**src/rtl/issue_stage_buffer.sv**
```systemverilog
// issue_stage_buffer
// Decode-to-execute pipeline register for the MZNM pipeline. It holds the
// decoded control bundle, operands and register addresses for the ALU. It
// adds stall hold, two-word (immediate-carrying) instruction assembly,
// counted post-branch flush bubbles and an external redirect kill.
//
// Ports
//   clk, reset        rising-edge clock, synchronous active-high reset
//   stall             freeze all state and outputs for this cycle
//   redirect          kill held/flushing state, issue a bubble (beats stall)
//   in_valid          decode slot holds a word
//   in_instr          raw word; the immediate while waiting for a second word
//   in_ctrl           opaque decoded control bundle
//   in_two_word       instruction takes the following word as its immediate
//   in_flush_num      bubbles to insert after this instruction issues
//   in_rs_data/in_rt_data, in_rd_addr/in_rs_addr, in_imm_small  operands
//   out_*             registered execute-slot contents (out_ctrl zero on bubble)
//   out_imm_word      captured second word, zero for one-word instructions
//   busy              first word of a two-word instruction is being held
//   perf_bubbles      saturating bubble counter
//
// Build option
//   ISSUE_BUBBLE_CNT_EN  when defined, perf_bubbles counts issued bubbles;
//                        otherwise it is tied to zero.
module issue_stage_buffer #(
  parameter int DATA_W  = 16,
  parameter int ADDR_W  = 3,
  parameter int CTRL_W  = 16,
  parameter int FLUSH_W = 2,
  parameter int IMM_W   = 5
) (
  input  logic              clk,
  input  logic              reset,
  input  logic              stall,
  input  logic              redirect,
  input  logic              in_valid,
  input  logic [DATA_W-1:0] in_instr,
  input  logic [CTRL_W-1:0] in_ctrl,
  input  logic              in_two_word,
  input  logic [FLUSH_W-1:0] in_flush_num,
  input  logic [DATA_W-1:0] in_rs_data,
  input  logic [DATA_W-1:0] in_rt_data,
  input  logic [ADDR_W-1:0] in_rd_addr,
  input  logic [ADDR_W-1:0] in_rs_addr,
  input  logic [IMM_W-1:0]  in_imm_small,
  output logic              out_valid,
  output logic [CTRL_W-1:0] out_ctrl,
  output logic [DATA_W-1:0] out_rs_data,
  output logic [DATA_W-1:0] out_rt_data,
  output logic [ADDR_W-1:0] out_rd_addr,
  output logic [ADDR_W-1:0] out_rs_addr,
  output logic [IMM_W-1:0]  out_imm_small,
  output logic [DATA_W-1:0] out_imm_word,
  output logic              busy,
  output logic [15:0]       perf_bubbles
);

  typedef enum logic [1:0] {ISSUE, WAIT_IMM, FLUSH} state_t;

  state_t              stateReg;
  logic [FLUSH_W-1:0]  flushCntReg;

  // First word of a two-word instruction, parked until its immediate arrives.
  logic [CTRL_W-1:0]   holdCtrlReg;
  logic [DATA_W-1:0]   holdRsDataReg;
  logic [DATA_W-1:0]   holdRtDataReg;
  logic [ADDR_W-1:0]   holdRdAddrReg;
  logic [ADDR_W-1:0]   holdRsAddrReg;
  logic [IMM_W-1:0]    holdImmSmallReg;
  logic [FLUSH_W-1:0]  holdFlushReg;

  assign busy = (stateReg == WAIT_IMM);

  always_ff @(posedge clk) begin
    if (reset) begin
      stateReg        <= ISSUE;
      flushCntReg     <= '0;
      holdCtrlReg     <= '0;
      holdRsDataReg   <= '0;
      holdRtDataReg   <= '0;
      holdRdAddrReg   <= '0;
      holdRsAddrReg   <= '0;
      holdImmSmallReg <= '0;
      holdFlushReg    <= '0;
      out_valid       <= 1'b0;
      out_ctrl        <= '0;
      out_rs_data     <= '0;
      out_rt_data     <= '0;
      out_rd_addr     <= '0;
      out_rs_addr     <= '0;
      out_imm_small   <= '0;
      out_imm_word    <= '0;
    end else if (redirect) begin
      // Leaving WAIT_IMM is what invalidates the hold register.
      stateReg    <= ISSUE;
      flushCntReg <= '0;
      out_valid   <= 1'b0;
      out_ctrl    <= '0;
    end else if (!stall) begin
      case (stateReg)
        ISSUE: begin
          if (in_valid && !in_two_word) begin
            out_valid     <= 1'b1;
            out_ctrl      <= in_ctrl;
            out_rs_data   <= in_rs_data;
            out_rt_data   <= in_rt_data;
            out_rd_addr   <= in_rd_addr;
            out_rs_addr   <= in_rs_addr;
            out_imm_small <= in_imm_small;
            out_imm_word  <= '0;
            if (in_flush_num != '0) begin
              flushCntReg <= in_flush_num;
              stateReg    <= FLUSH;
            end
          end else begin
            out_valid <= 1'b0;
            out_ctrl  <= '0;
            if (in_valid) begin
              holdCtrlReg     <= in_ctrl;
              holdRsDataReg   <= in_rs_data;
              holdRtDataReg   <= in_rt_data;
              holdRdAddrReg   <= in_rd_addr;
              holdRsAddrReg   <= in_rs_addr;
              holdImmSmallReg <= in_imm_small;
              holdFlushReg    <= in_flush_num;
              stateReg        <= WAIT_IMM;
            end
          end
        end
        WAIT_IMM: begin
          if (in_valid) begin
            // Only in_instr matters here; the decode side fields belong to
            // the immediate word and are meaningless.
            out_valid     <= 1'b1;
            out_ctrl      <= holdCtrlReg;
            out_rs_data   <= holdRsDataReg;
            out_rt_data   <= holdRtDataReg;
            out_rd_addr   <= holdRdAddrReg;
            out_rs_addr   <= holdRsAddrReg;
            out_imm_small <= holdImmSmallReg;
            out_imm_word  <= in_instr;
            if (holdFlushReg != '0) begin
              flushCntReg <= holdFlushReg;
              stateReg    <= FLUSH;
            end else begin
              stateReg <= ISSUE;
            end
          end else begin
            out_valid <= 1'b0;
            out_ctrl  <= '0;
          end
        end
        FLUSH: begin
          out_valid <= 1'b0;
          out_ctrl  <= '0;
          if (flushCntReg != '0) begin
            flushCntReg <= flushCntReg - FLUSH_W'(1);
          end
          // A zero count cannot normally occur here; treat it as done.
          if (flushCntReg <= FLUSH_W'(1)) begin
            stateReg <= ISSUE;
          end
        end
        default: begin
          stateReg  <= ISSUE;
          out_valid <= 1'b0;
          out_ctrl  <= '0;
        end
      endcase
    end
  end

`ifdef ISSUE_BUBBLE_CNT_EN
  logic [15:0] bubbleCntReg;
  logic        outUpdate;
  logic        issueNow;

  // The output register is rewritten on any non-stalled cycle, and on a
  // redirect even when stalled; it carries a real instruction only here.
  always_comb begin
    outUpdate = 1'b0;
    issueNow  = 1'b0;
    outUpdate = redirect || !stall;
    issueNow  = !redirect && !stall && in_valid &&
                ((stateReg == ISSUE && !in_two_word) || stateReg == WAIT_IMM);
  end

  always_ff @(posedge clk) begin
    if (reset) begin
      bubbleCntReg <= '0;
    end else if (outUpdate && !issueNow && bubbleCntReg != 16'hFFFF) begin
      bubbleCntReg <= bubbleCntReg + 16'd1;
    end
  end

  assign perf_bubbles = bubbleCntReg;
`else
  assign perf_bubbles = 16'h0000;
`endif

endmodule

```
**config.mk**
```make
export PLATFORM = sky130hd
export DESIGN_NAME = issue_stage_buffer
export DESIGN_NICKNAME = d
export VERILOG_FILES = /design/src/rtl/issue_stage_buffer.sv
export SDC_FILE = /design/constraint.sdc
export NUM_CORES = 1
export LEC_CHECK = 0
export CORE_ASPECT_RATIO = 1.25
export CORE_MARGIN = 2
export CORE_UTILIZATION = 43
export CTS_CLUSTER_DIAMETER = 50
export CTS_CLUSTER_SIZE = 12
export DETAILED_ROUTE_END_ITERATION = 12
export PLACE_DENSITY_LB_ADDON = 0.2
export REMOVE_ABC_BUFFERS = 1
export SLEW_MARGIN = 20
export SYNTH_ARGS = -nofsm -noshare
export SYNTH_HDL_FRONTEND = slang
export SYNTH_SLANG_ARGS = --single-unit
export TNS_END_PERCENT = 1
```
**constraint.sdc**
```tcl
create_clock -name clk -period 2 [get_ports clk]
set_clock_uncertainty 0.05 [all_clocks]
set_input_delay 0.4 -clock clk [delete_from_list [all_inputs] [get_ports clk]]
set_output_delay 0.4 -clock clk [all_outputs]
set_load 0.02 [all_outputs]
```
-- Word level (Yosys, flattened, before mapping)
Cells that the tools add are included.
- multipliers: 0
- reductions and logical operators: 13
- magnitude comparators: 1
- equality and inequality tests: 10
- multiplexer cells: 37
- div/mod/pow operators: 0
- add/sub/neg operators: 1
- shift-type cells: 0
- bitwise logic cells: 3
- operators by type and width (kind ; count):
    $mux W16 ; 8
    $pmux W16 S2 ; 4
    $mux W2 ; 11
    $reduce_and A5 Y1 ; 3
    $mux W3 ; 4
    $pmux W2 S3 ; 2
    $pmux W3 S2 ; 2
    $mux W5 ; 2
    $ne A2 B2 Y1 const B ; 5
    $pmux W5 S2 ; 1
    $reduce_bool A2 Y1 ; 4
    $reduce_and A7 Y1 ; 1
    $ne A3 B3 Y1 const B ; 2
    $not A1 Y1 ; 3
    $reduce_bool A3 Y1 ; 1
    $eq A2 B1 Y1 const B ; 1
    $eq A2 B2 Y1 const B ; 1
    $le A2 B1 Y1 const B ; 1
    $logic_not A2 Y1 ; 1
    $mux W1 ; 2
    $ne A2 B1 Y1 const B ; 1
    $pmux W1 S2 ; 1
    $reduce_or A2 Y1 ; 1
    $sub A2 B1 Y2 const B ; 1
    2 further kinds ; 2
- bits in registers: 141
- bits in read-only memories: 0
- output and inout bits: 93
- bits in writable memories: 0
- input port bits: 83
- word-level logic and storage cells: 82
- latch bits: 0
- memories kept: 0

-- Longest topological paths before layout
- depth after elaboration: 4
- depth in mapped cells: 8
- gate-level depth less buffers: 6

-- Worst setup path after synthesis
No wires, ideal clock.
- kind: register -> register
- from: register stateReg[1]
- to: register flushCntReg[0]
- path buffers: 1
- setup time: 71 ps
- stages on the path, launching flop included: 7
- setup slack: 62 ps
- data required time: 1879 ps
- data arrival time: 1818 ps
- clock period less this slack: 1938 ps
- cell sequence: dfxtp_1 -> inv_1 -> ha_1 -> buf_2 -> a221o_1 -> or4_1 -> a21oi_1
- cells in the longest elaborated chain, start to end: 3
- elaborated cells on any way between the ends: 11
- those cells by class: 7 x eq/ne; 1 x mux; 3 x reduce/logical
- ends and longest elaborated chain (item ; RTL line ; source):
    from (decl) ; 60 ; state_t stateReg;
    from (signal assigned) ; 76 ; stateReg <= ISSUE;
    from (signal assigned) ; 95 ; stateReg <= ISSUE;
    from (signal assigned) ; 113 ; stateReg <= FLUSH;
    $eq A2 B1 Y1 (*) ; -- ;
    via busy ; 54 ; output logic busy,
    $ne A2 B1 Y1 (no source line) (tied with other cells) ; -- ;
    $reduce_and A7 Y1 (no source line) ; -- ;
    to (signal assigned) ; 112 ; flushCntReg <= in_flush_num;
    to (signal assigned) ; 143 ; flushCntReg <= holdFlushReg;
    to (signal assigned) ; 157 ; flushCntReg <= flushCntReg - FLUSH_W'(1);
    to (decl) ; 61 ; logic [FLUSH_W-1:0] flushCntReg;
Mark *: on every way through the listed nets, which the timed path passes. The rest lies on a longest branch.
A chain may end at the register's enable or synchronous reset.

-- Worst setup path after layout
- from: register stateReg[0]
- to: register flushCntReg[0]
- cells in the longest elaborated chain, start to end: 3
- elaborated cells on any way between the ends: 11
- those cells by class: 7 x eq/ne; 1 x mux; 3 x reduce/logical
- ends and longest elaborated chain (item ; RTL line ; source):
    $eq A2 B2 Y1 (tied with other cells) ; 100 ; case (stateReg)
    $ne A2 B2 Y1 (no source line) (tied with other cells) ; -- ;
    $reduce_and A7 Y1 (no source line) ; -- ;
Parallel ways exist; a longest one is shown, timed or not.

==> flow_summary.toml <==
[status]
status = "finished, final reports clean"

[synthesis]
synth_top_area_share = 0.481
synth-edff-count = 0
synthesis.instances = 678
yosys_warnings = 0
yosys.area.top_type = "dfxtp_1"
synth-seq-area-share = 0.481
synth-seq-cells = 141
synth_area_mm2 = 0.00586
synthArstFlopShare = 0
yosysUniqueCellTypes = 37
syn_avg_cell_area_um2 = 8.65
synthFlopType = "dfxtp_1"
yosys-top-cells-area = "dfxtp_1 (48%), nand2_1 (9.2%), mux2i_1 (7.5%), a21oi_1 (6.9%), a211oi_1 (4.4%)"

[sta]
final_max_slew_viol_count = 0
finalCritPeriodShare = 0.980
hold_slack_ns = 0.380
max_freq_mhz = 510
rsz0062_at_grt = "yes"
fin_setup_tns_ns = 0
tightest_slew_ns = 0.631
setup_viol = 0
post-route-min-period_ns = 1.96
hold_viol_final = 0
timing.final.ws_setup_ns = 0.0401
slew_headroom = 0.577

[detailed_routing]
first_pass_iters = 4
via_count = 5330
vias_per_cell = 5.22
drtIter0Drc = 254
drc = 0
routed_wl_um = 15700
ant_nets = 0
routedWlPerCell_um = 15.4

[power]
swShare = 0.255
powerDensity_mw_per_mm2 = 798
total_leakage_power_nw = 2.87
p_comb_frac = 0.106
seqPwrFrac = 0.435
vdd_drop_max_uv = 487
p_int_mw = 4.98
power_frac_clock = 0.460
p_sw_mw = 1.71

[layout]
final_cell_mix = "clkdlybuf4s50_1 (157), nand2_1 (143), dfxtp_1 (141), a21oi_1 (80), nor2_1 (65)"
area_growth_pct = 42.9
regArea_mm2 = 0.00282
fill_cells = 1145
drive_above_1_share = 0.112
stdcell_area_mm2 = 0.00838
multi_input_comb_area_mm2 = 0.00274
antenna_cells = 0
num-nets-final = 928
fin_cells = 1022
final_common_cell = "clkdlybuf4s50_1"

[placement]
dp_hpwl_um = 10500
place.gp.congestion = 0.850
port_buffers = 159
dp.cells = 989
place_area_mm2 = 0.00776
post-place-ws_ns = -0.240

[floorplan]
die_area_mm2 = 0.0146
core_area_mm2 = 0.0133
die_y_um = 135
num_rows = 47
start_util = 0.441
io_pins = 176
die_x_um = 108

[clock_network]
clk_pin_slew_ns = 0.07
cts_max_path_buffers = 2
worstSkewPairLatency_ns = 0.41
h-tree-depth = 4
cts_buffers = 17
clock-sinks = 141
ctsHoldBuffers = 0
cts_tree = "yes"
cts_setup_buffers = 0
cts_root_buffer = "clkbuf_16"

[grt]
grt_pass1_vias = 5314
grt-ovfl-total = 0
grt_first_pass_wirelength_um = 24800
track_usage = 0.213
grt_max_degree = 121
antenna_found_initial = 0

[setup_path]
crit_type = "flop to flop"
required_ns = 2.29
crit_arrival_ns = 2.25
start_kind = "flop"
critPathCaptureType = "flop"
cp_max_fo = 3

[job]
drv_cap = 0

[worst_hold_path]
hold_path.class = "input port to flop"
[kinds of logic (layout without fill, tap and decap cells)]
kind of cell | after synthesis | in the layout | synth area share
fa+ha+maj | 7 | 7 | 0.0149
other cells | 1 | 16 | 0.000640
mux | 44 | 44 | 0.0751
simple gates | 238 | 238 | 0.164
compound gates | 169 | 169 | 0.195
buf+inv | 78 | 236 | 0.0689
flops | 141 | 141 | 0.481
[power by group through the flow]
stage	Clock, mW	Combinational, mW	Sequential [mW]
2_1_floorplan	0	0.244	3.01
3_3_place_gp	0	0.686	2.97
3_5_place_dp	0	0.700	2.97
4_1_cts	3.13	0.704	2.91
5_1_grt	3.26	0.762	2.91
6_report	3.07	0.707	2.91
[cell usage after synthesis (2+ instances only)]
library cell  instances
buf_4                19
nor2_1               65
nand2_1             143
a22oi_1              16
clkbuf_1             29
or2_2                 2
buf_2                20
a211oi_2             10
a22o_1               16
nand3_1              17
nor2b_1               2
o21ai_0               2
dfxtp_1             141
inv_1                 8
or3_1                 2
mux2i_1              44
a21oi_1              81
ha_1                  7
a221oi_1              2
buf_6                 2
a211oi_1             34
[layout make-up]
| type | instances | area share |
|---|---|---|
| Multi-Input combinational cell | 474 | 0.327 |
| Inverter | 8 | 0.00358 |
| Sequential cell | 141 | 0.337 |
| Clock inverter | 15 | 0.0179 |
| Tap cell | 171 | 0.0255 |
| Clock buffer | 17 | 0.0508 |
| Timing Repair Buffer | 196 | 0.238 |
[critical path, stage by stage (launching register included)]
cell and delay (ns):
dfxtp_1 0.31, buf_4 0.15, ha_1 0.20, a211o_1 0.26, a221o_1 0.28, or4_4 0.52
a21oi_2 0.13
[path summary, 6_finish.rpt]
check	start	to	slack [ns]	cells after the start
min reg2reg	out_imm_word[5]	out_imm_word[5]	0.40	2
max reg2reg	stateReg[0]	flushCntReg[0]	0.04	6
max	stateReg[0]	flushCntReg[0]	0.04	6
min	reset	flushCntReg[1]	0.38	4
[stage by stage]
step,utilization,power [mW]
final,0.630,6.69
after CTS,0.627,6.74
after global routing,0.630,6.93
after floorplan,-,3.25
after global placement,0.584,3.65
after detailed placement,0.584,3.67
[registers in the layout, indices dropped and copies added, names as in the netlist, 3 cells and up]
register / count
holdCtrlReg: 16
holdRsDataReg: 16
holdRtDataReg: 16
out_ctrl: 16
out_imm_word: 16
out_rs_data: 16
out_rt_data: 16
holdImmSmallReg: 5
out_imm_small: 5
holdRdAddrReg: 3
holdRsAddrReg: 3
out_rd_addr: 3
out_rs_addr: 3
[routing by layer]
layer,track usage,share of wire,wire [um],vias to the layer above
li1,-,-,-,2622
met1,0.244,0.41,6420,2555
met2,0.384,0.53,8350,135
met3,0.0492,0.048,758,18
met4,0.0755,0.013,210,0
met5,0,0,0,-
[repair_timing]
action                     in CTS  in global routing
gates resized for setup         3                  4
setup endpoints to repair      18                  9
pin swaps                       0                  0
gates cloned                    0                  1
Note: power is estimated with default switching activity, not from simulation.
